===== src/rtl/multicycle_seq_pkg.sv =====
// Shared types and constants for the multi-cycle sequencer: state encoding,
// PC-select values, default memory timeout and the opcode legality helper.
package multicycle_seq_pkg;

  typedef enum logic [2:0] {
    S_FETCH  = 3'd0,
    S_DECODE = 3'd1,
    S_EXEC   = 3'd2,
    S_MEM    = 3'd3,
    S_WB     = 3'd4,
    S_TRAP   = 3'd5
  } state_e;

  localparam logic PC_SEL_PC4 = 1'b0;
  localparam logic PC_SEL_ALU = 1'b1;

  localparam int MEM_TIMEOUT_DEF = 15;

  localparam logic [4:0] OPC_LOAD   = 5'b00000;
  localparam logic [4:0] OPC_OP_IMM = 5'b00100;
  localparam logic [4:0] OPC_AUIPC  = 5'b00101;
  localparam logic [4:0] OPC_STORE  = 5'b01000;
  localparam logic [4:0] OPC_OP     = 5'b01100;
  localparam logic [4:0] OPC_LUI    = 5'b01101;
  localparam logic [4:0] OPC_BRANCH = 5'b11000;
  localparam logic [4:0] OPC_JALR   = 5'b11001;
  localparam logic [4:0] OPC_JAL    = 5'b11011;

  // JALR only exists with func3 == 0; every other opcode ignores func3.
  function automatic logic opcode_legal(input logic [4:0] op, input logic [2:0] f3);
    logic ok;
    case (op)
      OPC_LOAD, OPC_OP_IMM, OPC_AUIPC, OPC_STORE,
      OPC_OP, OPC_LUI, OPC_BRANCH, OPC_JAL: ok = 1'b1;
      OPC_JALR:                             ok = (f3 == 3'b000);
      default:                              ok = 1'b0;
    endcase
    return ok;
  endfunction

endpackage


===== src/rtl/multicycle_seq_if.sv =====
// Handshake/strobe bundle between the sequencer and the core datapath.
interface multicycle_seq_if;
  logic [4:0] opcode;
  logic [2:0] func3;
  logic       b;
  logic       imem_ack;
  logic       dmem_ack;
  logic       imem_req;
  logic       ir_we;
  logic       pc_we;
  logic       pc_sel;
  logic       reg_wr;
  logic       mem_req;
  logic       we;
  logic       retired;
  logic       illegal;

  modport slave (
    input  opcode, func3, b, imem_ack, dmem_ack,
    output imem_req, ir_we, pc_we, pc_sel, reg_wr, mem_req, we, retired, illegal
  );

  modport master (
    output opcode, func3, b, imem_ack, dmem_ack,
    input  imem_req, ir_we, pc_we, pc_sel, reg_wr, mem_req, we, retired, illegal
  );
endinterface


===== src/rtl/multicycle_seq_timer.sv =====
// Clear/increment wait counter; expired flags the last permitted wait cycle.
module multicycle_seq_timer #(
  parameter int TO_W  = 4,
  parameter int LIMIT = 15
) (
  input  logic clk,
  input  logic rst,
  input  logic clr,
  input  logic inc,
  output logic expired
);

  logic [TO_W-1:0] cnt_q, cnt_d;

  always_comb begin
    cnt_d = cnt_q;
    if (clr)      cnt_d = '0;
    else if (inc) cnt_d = cnt_q + 1'b1;
  end

  always_ff @(posedge clk) begin
    if (rst) cnt_q <= '0;
    else     cnt_q <= cnt_d;
  end

  assign expired = (cnt_q == TO_W'(LIMIT - 1));

endmodule


===== src/rtl/multicycle_seq.sv =====
// Multi-cycle instruction sequencer: FETCH/DECODE/EXEC/MEM/WB with a sticky TRAP.
// Optional perf counters (cycle_cnt, instret_cnt) when MULTICYCLE_SEQ_PERF_EN is defined.
//   state    | meaning
//   S_FETCH  | imem_req high, wait for imem_ack, load IR
//   S_DECODE | legality check
//   S_EXEC   | branch resolves here; others dispatch to MEM or WB
//   S_MEM    | data access, bounded wait
//   S_WB     | register write and PC update
//   S_TRAP   | illegal instruction or memory timeout, held until rst
module multicycle_seq
  import multicycle_seq_pkg::*;
#(
  parameter int MEM_TIMEOUT = MEM_TIMEOUT_DEF,
  parameter int TO_W        = 4
) (
  input  logic              clk,
  input  logic              rst,
  multicycle_seq_if.slave   bus
`ifdef MULTICYCLE_SEQ_PERF_EN
  ,
  output logic [31:0]       cycle_cnt,
  output logic [31:0]       instret_cnt
`endif
);

  state_e state_q, state_d;
  logic   tmr_clr, tmr_inc, tmr_expired;
  logic   is_store, is_ls;

  assign is_store = (bus.opcode == OPC_STORE);
  assign is_ls    = is_store || (bus.opcode == OPC_LOAD);

  multicycle_seq_timer #(.TO_W(TO_W), .LIMIT(MEM_TIMEOUT)) u_timer (
    .clk     (clk),
    .rst     (rst),
    .clr     (tmr_clr),
    .inc     (tmr_inc),
    .expired (tmr_expired)
  );

  always_comb begin
    state_d      = state_q;
    tmr_clr      = 1'b0;
    tmr_inc      = 1'b0;
    bus.imem_req = 1'b0;
    bus.ir_we    = 1'b0;
    bus.pc_we    = 1'b0;
    bus.pc_sel   = PC_SEL_PC4;
    bus.reg_wr   = 1'b0;
    bus.mem_req  = 1'b0;
    bus.we       = 1'b0;
    bus.retired  = 1'b0;
    bus.illegal  = 1'b0;
    case (state_q)
      S_FETCH: begin
        bus.imem_req = 1'b1;
        if (bus.imem_ack) begin
          bus.ir_we = 1'b1;
          state_d   = S_DECODE;
        end
      end
      S_DECODE: state_d = opcode_legal(bus.opcode, bus.func3) ? S_EXEC : S_TRAP;
      S_EXEC: begin
        if (bus.opcode == OPC_BRANCH) begin
          bus.pc_we   = 1'b1;
          bus.pc_sel  = bus.b;
          bus.retired = 1'b1;
          state_d     = S_FETCH;
        end else if (is_ls) begin
          tmr_clr = 1'b1;
          state_d = S_MEM;
        end else begin
          state_d = S_WB;
        end
      end
      S_MEM: begin
        bus.mem_req = 1'b1;
        bus.we      = is_store;
        // An ack arriving in the expiry cycle takes priority over the trap.
        if (bus.dmem_ack) begin
          if (is_store) begin
            bus.pc_we   = 1'b1;
            bus.retired = 1'b1;
            state_d     = S_FETCH;
          end else begin
            state_d = S_WB;
          end
        end else if (tmr_expired) begin
          state_d = S_TRAP;
        end else begin
          tmr_inc = 1'b1;
        end
      end
      S_WB: begin
        bus.reg_wr  = 1'b1;
        bus.pc_we   = 1'b1;
        bus.retired = 1'b1;
        bus.pc_sel  = (bus.opcode == OPC_JAL || bus.opcode == OPC_JALR) ? PC_SEL_ALU : PC_SEL_PC4;
        state_d     = S_FETCH;
      end
      S_TRAP:  bus.illegal = 1'b1;
      default: state_d = S_TRAP;
    endcase
  end

  always_ff @(posedge clk) begin
    if (rst) state_q <= S_FETCH;
    else     state_q <= state_d;
  end

`ifdef MULTICYCLE_SEQ_PERF_EN
  logic [31:0] cycle_cnt_q, cycle_cnt_d;
  logic [31:0] instret_cnt_q, instret_cnt_d;

  always_comb begin
    cycle_cnt_d   = cycle_cnt_q;
    instret_cnt_d = instret_cnt_q;
    if (state_q != S_TRAP) begin
      cycle_cnt_d = cycle_cnt_q + 32'd1;
      if (bus.retired) instret_cnt_d = instret_cnt_q + 32'd1;
    end
  end

  always_ff @(posedge clk) begin
    if (rst) begin
      cycle_cnt_q   <= '0;
      instret_cnt_q <= '0;
    end else begin
      cycle_cnt_q   <= cycle_cnt_d;
      instret_cnt_q <= instret_cnt_d;
    end
  end

  assign cycle_cnt   = cycle_cnt_q;
  assign instret_cnt = instret_cnt_q;
`endif

endmodule


===== src/flat_wrapper.sv =====
// flat-port wrapper written by rule: the top's interface ports become plain ports
module multicycle_seq_flat import multicycle_seq_pkg::*;
#(
  parameter int MEM_TIMEOUT = MEM_TIMEOUT_DEF,
  parameter int TO_W        = 4
)
  (clk, rst, bus_opcode, bus_func3, bus_b, bus_imem_ack, bus_dmem_ack, bus_imem_req, bus_ir_we, bus_pc_we, bus_pc_sel, bus_reg_wr, bus_mem_req, bus_we, bus_retired, bus_illegal);
  multicycle_seq_if bus_i ();
  input  logic clk;
  input  logic rst;
  input wire logic [$bits(bus_i.opcode)-1:0] bus_opcode;
  input wire logic [$bits(bus_i.func3)-1:0] bus_func3;
  input wire logic [$bits(bus_i.b)-1:0] bus_b;
  input wire logic [$bits(bus_i.imem_ack)-1:0] bus_imem_ack;
  input wire logic [$bits(bus_i.dmem_ack)-1:0] bus_dmem_ack;
  output wire logic [$bits(bus_i.imem_req)-1:0] bus_imem_req;
  output wire logic [$bits(bus_i.ir_we)-1:0] bus_ir_we;
  output wire logic [$bits(bus_i.pc_we)-1:0] bus_pc_we;
  output wire logic [$bits(bus_i.pc_sel)-1:0] bus_pc_sel;
  output wire logic [$bits(bus_i.reg_wr)-1:0] bus_reg_wr;
  output wire logic [$bits(bus_i.mem_req)-1:0] bus_mem_req;
  output wire logic [$bits(bus_i.we)-1:0] bus_we;
  output wire logic [$bits(bus_i.retired)-1:0] bus_retired;
  output wire logic [$bits(bus_i.illegal)-1:0] bus_illegal;
  assign bus_i.opcode = bus_opcode;
  assign bus_i.func3 = bus_func3;
  assign bus_i.b = bus_b;
  assign bus_i.imem_ack = bus_imem_ack;
  assign bus_i.dmem_ack = bus_dmem_ack;
  assign bus_imem_req = bus_i.imem_req;
  assign bus_ir_we = bus_i.ir_we;
  assign bus_pc_we = bus_i.pc_we;
  assign bus_pc_sel = bus_i.pc_sel;
  assign bus_reg_wr = bus_i.reg_wr;
  assign bus_mem_req = bus_i.mem_req;
  assign bus_we = bus_i.we;
  assign bus_retired = bus_i.retired;
  assign bus_illegal = bus_i.illegal;
  multicycle_seq #(.MEM_TIMEOUT(MEM_TIMEOUT), .TO_W(TO_W)) u_core (.clk(clk), .rst(rst), .bus(bus_i));
endmodule

===== config.mk =====
export PLATFORM = sky130hd
export DESIGN_NAME = multicycle_seq_flat
export DESIGN_NICKNAME = d
export VERILOG_FILES = /design/src/rtl/multicycle_seq_pkg.sv /design/src/rtl/multicycle_seq_if.sv /design/src/rtl/multicycle_seq_timer.sv /design/src/rtl/multicycle_seq.sv /design/src/flat_wrapper.sv
export SDC_FILE = /design/constraint.sdc
export NUM_CORES = 1
export LEC_CHECK = 0
export CORE_MARGIN = 2
export CORE_UTILIZATION = 46
export CTS_BUF_LIST = sky130_fd_sc_hd__clkbuf_16
export DETAILED_ROUTE_END_ITERATION = 16
export MAX_ROUTING_LAYER = met4
export PLACE_DENSITY = 0.92
export SYNTH_ARGS = -nofsm -noshare
export SYNTH_HDL_FRONTEND = slang
export SYNTH_HIERARCHICAL = 1
export SYNTH_SLANG_ARGS = --single-unit

===== constraint.sdc =====
create_clock -name clk -period 3.7 [get_ports clk]
set_input_delay 0.555 -clock clk [delete_from_list [all_inputs] [get_ports clk]]
set_output_delay 0.555 -clock clk [all_outputs]
set_load 0.01 [all_outputs]

==> out/results.tsv, run 1 <==
stage	metric	value	unit
drt	route.detailed.drc	0	
placed_design	post-place-ws	0.6562	ns
layout	utilization	70.51	%
run_status	status	completed	
power_and_ir_drop	finalPower	0.4564	mW
hold_path	hp-class	reg2reg	
sta	fin_tns_setup	0	ns
drt	routed_wirelength	1558	um
global_route	gr-total-overflow	0	
sta	period_share	82.60	%
clocking	cts_tree	done	
sta	fin_worst_skew	0.001071	ns
clocking	clk_latency	0.23	ns
layout	drive_gt1_share	8.081	%
placed_design	gp_congestion	0.7630	
clocking	htreeDepth	1	
drt	drt-wirelength-per-cell	13.67	um
clocking	cts_buffer_depth	2	
drt	first_pass_iters	4	
sta	hold_violations	0	
die	num_io_pins	22	
die	fp.dieH	40.51	um
die	core_area	1269	um^2
critical_path	startpoint_type	input pin	
layout	final_nets	115	
synthesis	syn-num-nets	94	
run	max_cap_viol_count	0	
drt	drt_iter0_drc	27	
global_route	antenna_found_initial	0	
clocking	ctsResizeCount	0	
critical_path	critical_path.cell_chain	clkdlybuf4s50_1 > nor4_2 > and3_1 > o2bb2ai_1 > clkdlybuf4s50_1	
critical_path	critPathRequiredTime	3.14	ns
synthesis	synth-seq-cells	7	
clocking	cts_sinks	7	
die	dieArea	1641	um^2
clocking	root_buffer	clkbuf_16	
layout	diodes	0	
critical_path	critPathArrivalTime	2.50	ns
synthesis	yosysSeqAreaShare	22.86	%
sta	worstMarginPinSlew	0.5283	ns
drt	vias_per_cell	6.009	
drt	via_count	685	
placed_design	hpwlAfterDp	1148	um
global_route	grt_max_degree	19	
power_and_ir_drop	p_leak	0.3441	nW
sta	layout_min_cycle_time	3.056	ns
clocking	path_clk_slew	0.03	ns
critical_path	slowest_stage	clkdlybuf4s50_1	
synthesis	synth_warnings	6	
clocking	cts-buffers-inserted	3	
drt	antenna_left	0	
sta	setup_slack	0.6440	ns
layout	areaGrowthSynthToFinish	45.92	%
die	chipWidth	40.51	um
die	row_count	13	
die	start_util	48.32	%
critical_path	end_kind	primary output	
synthesis	synthesis.area	613.1	um^2
critical_path	cp_slowest_stage_delay	0.56	ns
sta	max_freq	327.2	MHz
synthesis	synth_cell_types	41	
global_route	grtUsageTotal	22.34	%
sta	maxSlewViolCount	0	
critical_path	crit_top_cell	clkdlybuf4s50_1	
synthesis	yosys-top-cells-area	dfxtp_1, nor2b_1, nor2_1	
global_route	first_global_vias	517	
critical_path	crit_fanout	6	
placed_design	port_buffers	21	
synthesis	synthCells	79	
clocking	cts_hold_buffers	0	
sta	relSlewSlack	64.73	%
sta	rsz0062_at_grt	false	
clocking	cts_setup_buffers	0	
power_and_ir_drop	ir_worst_vdd	0.4670	mV
synthesis	synth_top_cell_by_area	dfxtp_1	
synthesis	synth_area_per_cell	7.761	um^2
power_and_ir_drop	power.density	510.1	nW/um^2
sta	setup_viol	0	
synthesis	post-synth-top-area-fraction	22.86	%
global_route	grt_pass1_wl	2283	um
critical_path	worstSetupPathType	in2out	
-- per-layer routing --
layer | global-route usage (%) | share of wire (%)
met1 | 22.11 | 42
met2 | 39.68 | 46
met3 | 6.667 | 11
met4 | 10.00 | 1.5
met5 | - | 0
-- cells by family after synthesis --
group	after synthesis	synth area share, %
and+or+nand+nor	38	34.70
buffers and inverters	8	6.121
adders and majority gates	2	4.081
muxes	1	1.837
AOI/OAI and AO/OA	22	28.98
DFF	7	22.86
xor gates and xnor gates	1	1.429
-- Yosys cell counts --
master and instances:
nand4_1 2, or3_1 1, or2_1 1, nand3_1 1, and3_1 3, nor4_2 1
a31oi_1 2, and3b_1 1, a32oi_1 1, o2111ai_1 1, buf_4 1, dfxtp_1 7
o31ai_1 1, and2_1 3, clkbuf_1 1, nand2b_1 1, nand2_1 5, a211oi_1 1
a22oi_1 1, o2111a_1 1, o2bb2ai_1 1, inv_1 3, nor3b_1 1, o211a_1 1
o21bai_1 1, a21oi_1 2, mux2_1 1, buf_2 3, nor2_1 7, nor3_1 4
a41oi_1 1, nand3b_1 1, a2111oi_2 1, a21oi_2 1, nor4_1 1, nor2b_1 5
a21bo_2 1, o21ai_0 4, ha_1 2, a221oi_2 1, xnor2_1 1
-- power by group --
group	internal [mW]	leakage, nW	total, mW	switching [mW]
registers	0.0858	0.0570	0.118	0.0323
clock network	0.140	0.0423	0.178	0.0375
logic	0.0907	0.245	0.161	0.0699
total	0.317	0.344	0.456	0.140
-- worst max-delay path, delay by kind of cell --
family,cells,cell delay (ns)
AO/OA/AOI/OAI,1,0.13
buffers and inverters,2,1.10
AND/OR/NAND/NOR,2,0.72
-- cell type report --
type / instances / area [um^2]
Timing Repair Buffer: 21 / 210.2
Fill cell: 113 / 374.1
Inverter: 3 / 11.26
Tap cell: 15 / 18.77
Sequential cell: 7 / 140.1
Multi-Input combinational cell: 64 / 435.4
Clock buffer: 3 / 75.07
Clock inverter: 1 / 3.754
-- registers in the layout, summed over array words and instances, names as in the netlist --
register              flops
u_core/state_q            3
u_core/u_timer/cnt_q      4
-- layout by cell type, fill, tap and decap left out, drive strengths merged, types with 2 or more instances in the layout --
master	synthesis	final
nor4	2	2
a21oi	3	3
and2	3	3
nor3	4	4
ha	2	2
clkdlybuf4s50	0	21
a31oi	2	2
nand4	2	2
nand2	5	5
inv	3	4
o21ai	4	4
and3	3	3
dfxtp	7	7
nor2b	5	5
nor2	7	7
clkbuf	1	3
-- stage by stage --
stage,hold slack (ns),area [um^2],instances
after floorplan,0.4874,613.1,79
after global placement,0.5025,815.8,110
after detailed placement,0.5126,815.8,110
after CTS,0.5162,894.6,114
after global routing,0.5667,894.6,114
final,0.5144,894.6,114
-- path summary, 6_finish.rpt --
| path | from | to | slack, ns | cells after the start |
|---|---|---|---|---|
| worst max-delay path | bus_opcode[4] | bus_retired | 0.64 | 5 |
| worst min-delay path | u_core/u_timer/cnt_q[1]$_SDFFE_PP0P_ | u_core/u_timer/cnt_q[1]$_SDFFE_PP0P_ | 0.51 | 2 |
| worst max register to register | u_core/state_q[1]$_SDFFE_PP0P_ | u_core/u_timer/cnt_q[3]$_SDFFE_PP0P_ | 1.87 | 4 |
| worst min register to register | u_core/u_timer/cnt_q[1]$_SDFFE_PP0P_ | u_core/u_timer/cnt_q[1]$_SDFFE_PP0P_ | 0.51 | 2 |
Note: power is estimated with default switching activity, not from simulation.
==> run 2, diff against run 1 <==
--- a/config.mk
+++ b/config.mk
@@ -6,11 +6,11 @@
 export NUM_CORES = 1
 export LEC_CHECK = 0
 export CORE_MARGIN = 2
-export CORE_UTILIZATION = 46
+export CORE_UTILIZATION = 43
 export CTS_BUF_LIST = sky130_fd_sc_hd__clkbuf_16
 export DETAILED_ROUTE_END_ITERATION = 16
 export MAX_ROUTING_LAYER = met4
-export PLACE_DENSITY = 0.92
+export PLACE_DENSITY = 0.87
 export SYNTH_ARGS = -nofsm -noshare
 export SYNTH_HDL_FRONTEND = slang
 export SYNTH_HIERARCHICAL = 1
==> constraint.sdc (replaced) <==
create_clock -name clk -period 3 [get_ports clk]
set_input_delay 0.45 -clock clk [delete_from_list [all_inputs] [get_ports clk]]
set_output_delay 0.45 -clock clk [all_outputs]
set_load 0.01 [all_outputs]
==> out/results.tsv, run 2 (synthesis results as in run 1) <==
stage	metric	value	unit	change
run_status	status	completed		
drt	first_pass_iters	4		unchanged
layout	areaGrowthSynthToFinish	45.92	%	unchanged
layout	reg_top3	u_core/u_timer/cnt_q x4, u_core/state_q x3		
layout	diodes	0		unchanged
layout	final_common_cell	clkdlybuf4s50_1		
drt	highest_layer	met4		
power_and_ir_drop	power_frac_comb	35.1	%	about the same
drt	wl_met3	143	um	-13%
drt	met2WireLength	733	um	+1.7%
power_and_ir_drop	finalPower	0.5697	mW	+25%
clocking	cts_setup_buffers	0		unchanged
critical_path	critPathArrivalTime	2.38	ns	-0.12 ns
sta	rsz0062_at_grt	false		
sta	setup_viol	0		unchanged
sta	setup_slack	0.1738	ns	-0.4701 ns
global_route	grt_max_degree	19		unchanged
power_and_ir_drop	p_sw	0.1788	mW	+28%
placed_design	post-place-ws	0.1809	ns	-0.4753 ns
drt	drt_iter0_drc	19		-30%
sta	hold_slack	0.5103	ns	-0.004087 ns
power_and_ir_drop	pwr-share-clk	39.3	%	+0.4 points
clocking	cts_buffer_depth	2		unchanged
clocking	cts_sinks	7		unchanged
power_and_ir_drop	switching_share	31.38	%	+0.77 points
sta	relSlewSlack	63.54	%	-1.2 points
drt	routed_wirelength	1617	um	+3.8%
global_route	grt_pass1_wl	2566	um	+12%
drt	antenna_left	0		unchanged
sta	fin_tns_setup	0	ns	unchanged
global_route	gr-total-overflow	0		unchanged
clocking	clk_latency	0.23	ns	about the same
hold_path	hp-class	reg2reg		
clocking	path_clk_slew	0.04	ns	about the same
power_and_ir_drop	seq_power_share	25.6	%	-0.3 points
clocking	cts_tree	done		
sta	maxSlewViolCount	0		unchanged
die	core_area	1318	um^2	+3.8%
clocking	ctsResizeCount	0		unchanged
die	start_util	46.53	%	-1.8 points
die	fp.dieH	41.76	um	+3.1%
critical_path	ff2ff_setup_slack	1.15	ns	-0.72 ns
drt	via_count	685		unchanged
power_and_ir_drop	ir_worst_vdd	0.3963	mV	-15%
sta	layout_min_cycle_time	2.826	ns	
die	num_io_pins	22		unchanged
run	max_cap_viol_count	0		unchanged
layout	fillers	95		-16%
sta	period_share	94.21	%	
clocking	root_buffer	clkbuf_16		
die	dieArea	1744	um^2	+6.3%
layout	final_nets	115		unchanged
sta	max_freq	353.8	MHz	
clocking	htreeDepth	1		unchanged
placed_design	hpwlAfterDp	1231	um	+7.2%
clocking	cts_hold_buffers	0		unchanged
layout	final_cell_mix	clkdlybuf4s50_1, nor2_1, dfxtp_1, nor2b_1, nand2_1		
drt	vias_per_cell	6.009		unchanged
critical_path	end_kind	primary output		
drt	drt-wirelength-per-cell	14.18	um	+3.8%
critical_path	startpoint_type	input pin		
global_route	antenna_found_initial	0		unchanged
sta	hold_violations	0		unchanged
clocking	cts-buffers-inserted	3		unchanged
global_route	first_global_vias	609		+18%
power_and_ir_drop	power.density	636.8	nW/um^2	+25%
power_and_ir_drop	p_leak	0.3441	nW	unchanged
die	row_count	13		unchanged
layout	largest_register_ffs	4		unchanged
placed_design	port_buffers	21		unchanged
layout	largest_register	u_core/u_timer/cnt_q		
sta	fin_worst_skew	0.001507	ns	+0.0004359 ns
critical_path	worstSetupPathType	in2out		
drt	route.detailed.drc	0		unchanged
die	chipWidth	41.76	um	+3.1%
critical_path	critPathRequiredTime	2.55	ns	-0.59 ns
critical_path	crit_fanout	6		unchanged
placed_design	gp_congestion	0.8649		+13%
drt	m1WireLength	687	um	+6.0%
layout	drive_gt1_share	8.081	%	unchanged
global_route	grtUsageTotal	19.80	%	-2.5 points
sta	worstMarginPinSlew	0.5462	ns	+0.01792 ns
power_and_ir_drop	p_int	0.3909	mW	+23%
## run 2: critical path: stages
cell and delay (ns):
clkdlybuf4s50_1 0.53, nor4_2 0.45, and3_1 0.24, o2bb2ai_1 0.14, clkdlybuf4s50_1 0.57
## run 2: worst paths after layout
path	from	endpoint	cells after the start
setup / recovery	bus_opcode[4]	bus_pc_we	5
hold / removal	u_core/u_timer/cnt_q[1]$_SDFFE_PP0P_	u_core/u_timer/cnt_q[1]$_SDFFE_PP0P_	2
setup reg to reg	u_core/state_q[1]$_SDFFE_PP0P_	u_core/u_timer/cnt_q[3]$_SDFFE_PP0P_	4
hold reg to reg	u_core/u_timer/cnt_q[1]$_SDFFE_PP0P_	u_core/u_timer/cnt_q[1]$_SDFFE_PP0P_	2
## run 2: power groups by stage
stage          Sequential [mW]  Clock [mW]  Combinational (mW)
3_3_place_gp             0.146           0               0.193
5_1_grt                  0.151       0.235               0.215
4_1_cts                  0.145       0.228               0.199
6_report                 0.146       0.224               0.200
2_1_floorplan            0.112           0               0.148
3_5_place_dp             0.146           0               0.198
## run 2: area by class of cell
cell class,instances,area [um^2],share of cell area (%)
Multi-Input combinational cell,64,435.4,48.67
Timing Repair Buffer,21,210.2,23.50
Sequential cell,7,140.1,15.66
Clock buffer,3,75.07,8.392
Tap cell,15,18.77,2.098
Inverter,3,11.26,1.259
Clock inverter,1,3.754,0.4196
## run 2: per-layer routing
metal  up-vias  global-route usage, %
met1       308                  20.47
met2        33                  29.38
li1        337                      -
met5         -                      -
met3         7                  9.130
met4         0                  14.19
## run 2: stage by stage
step	cells	area, um^2	util (%)
floorplan	79	613.1	-
global placement	110	815.8	61.92
detailed placement	110	815.8	61.92
CTS	114	894.6	67.90
global route	114	894.6	67.90
finish	114	894.6	67.90
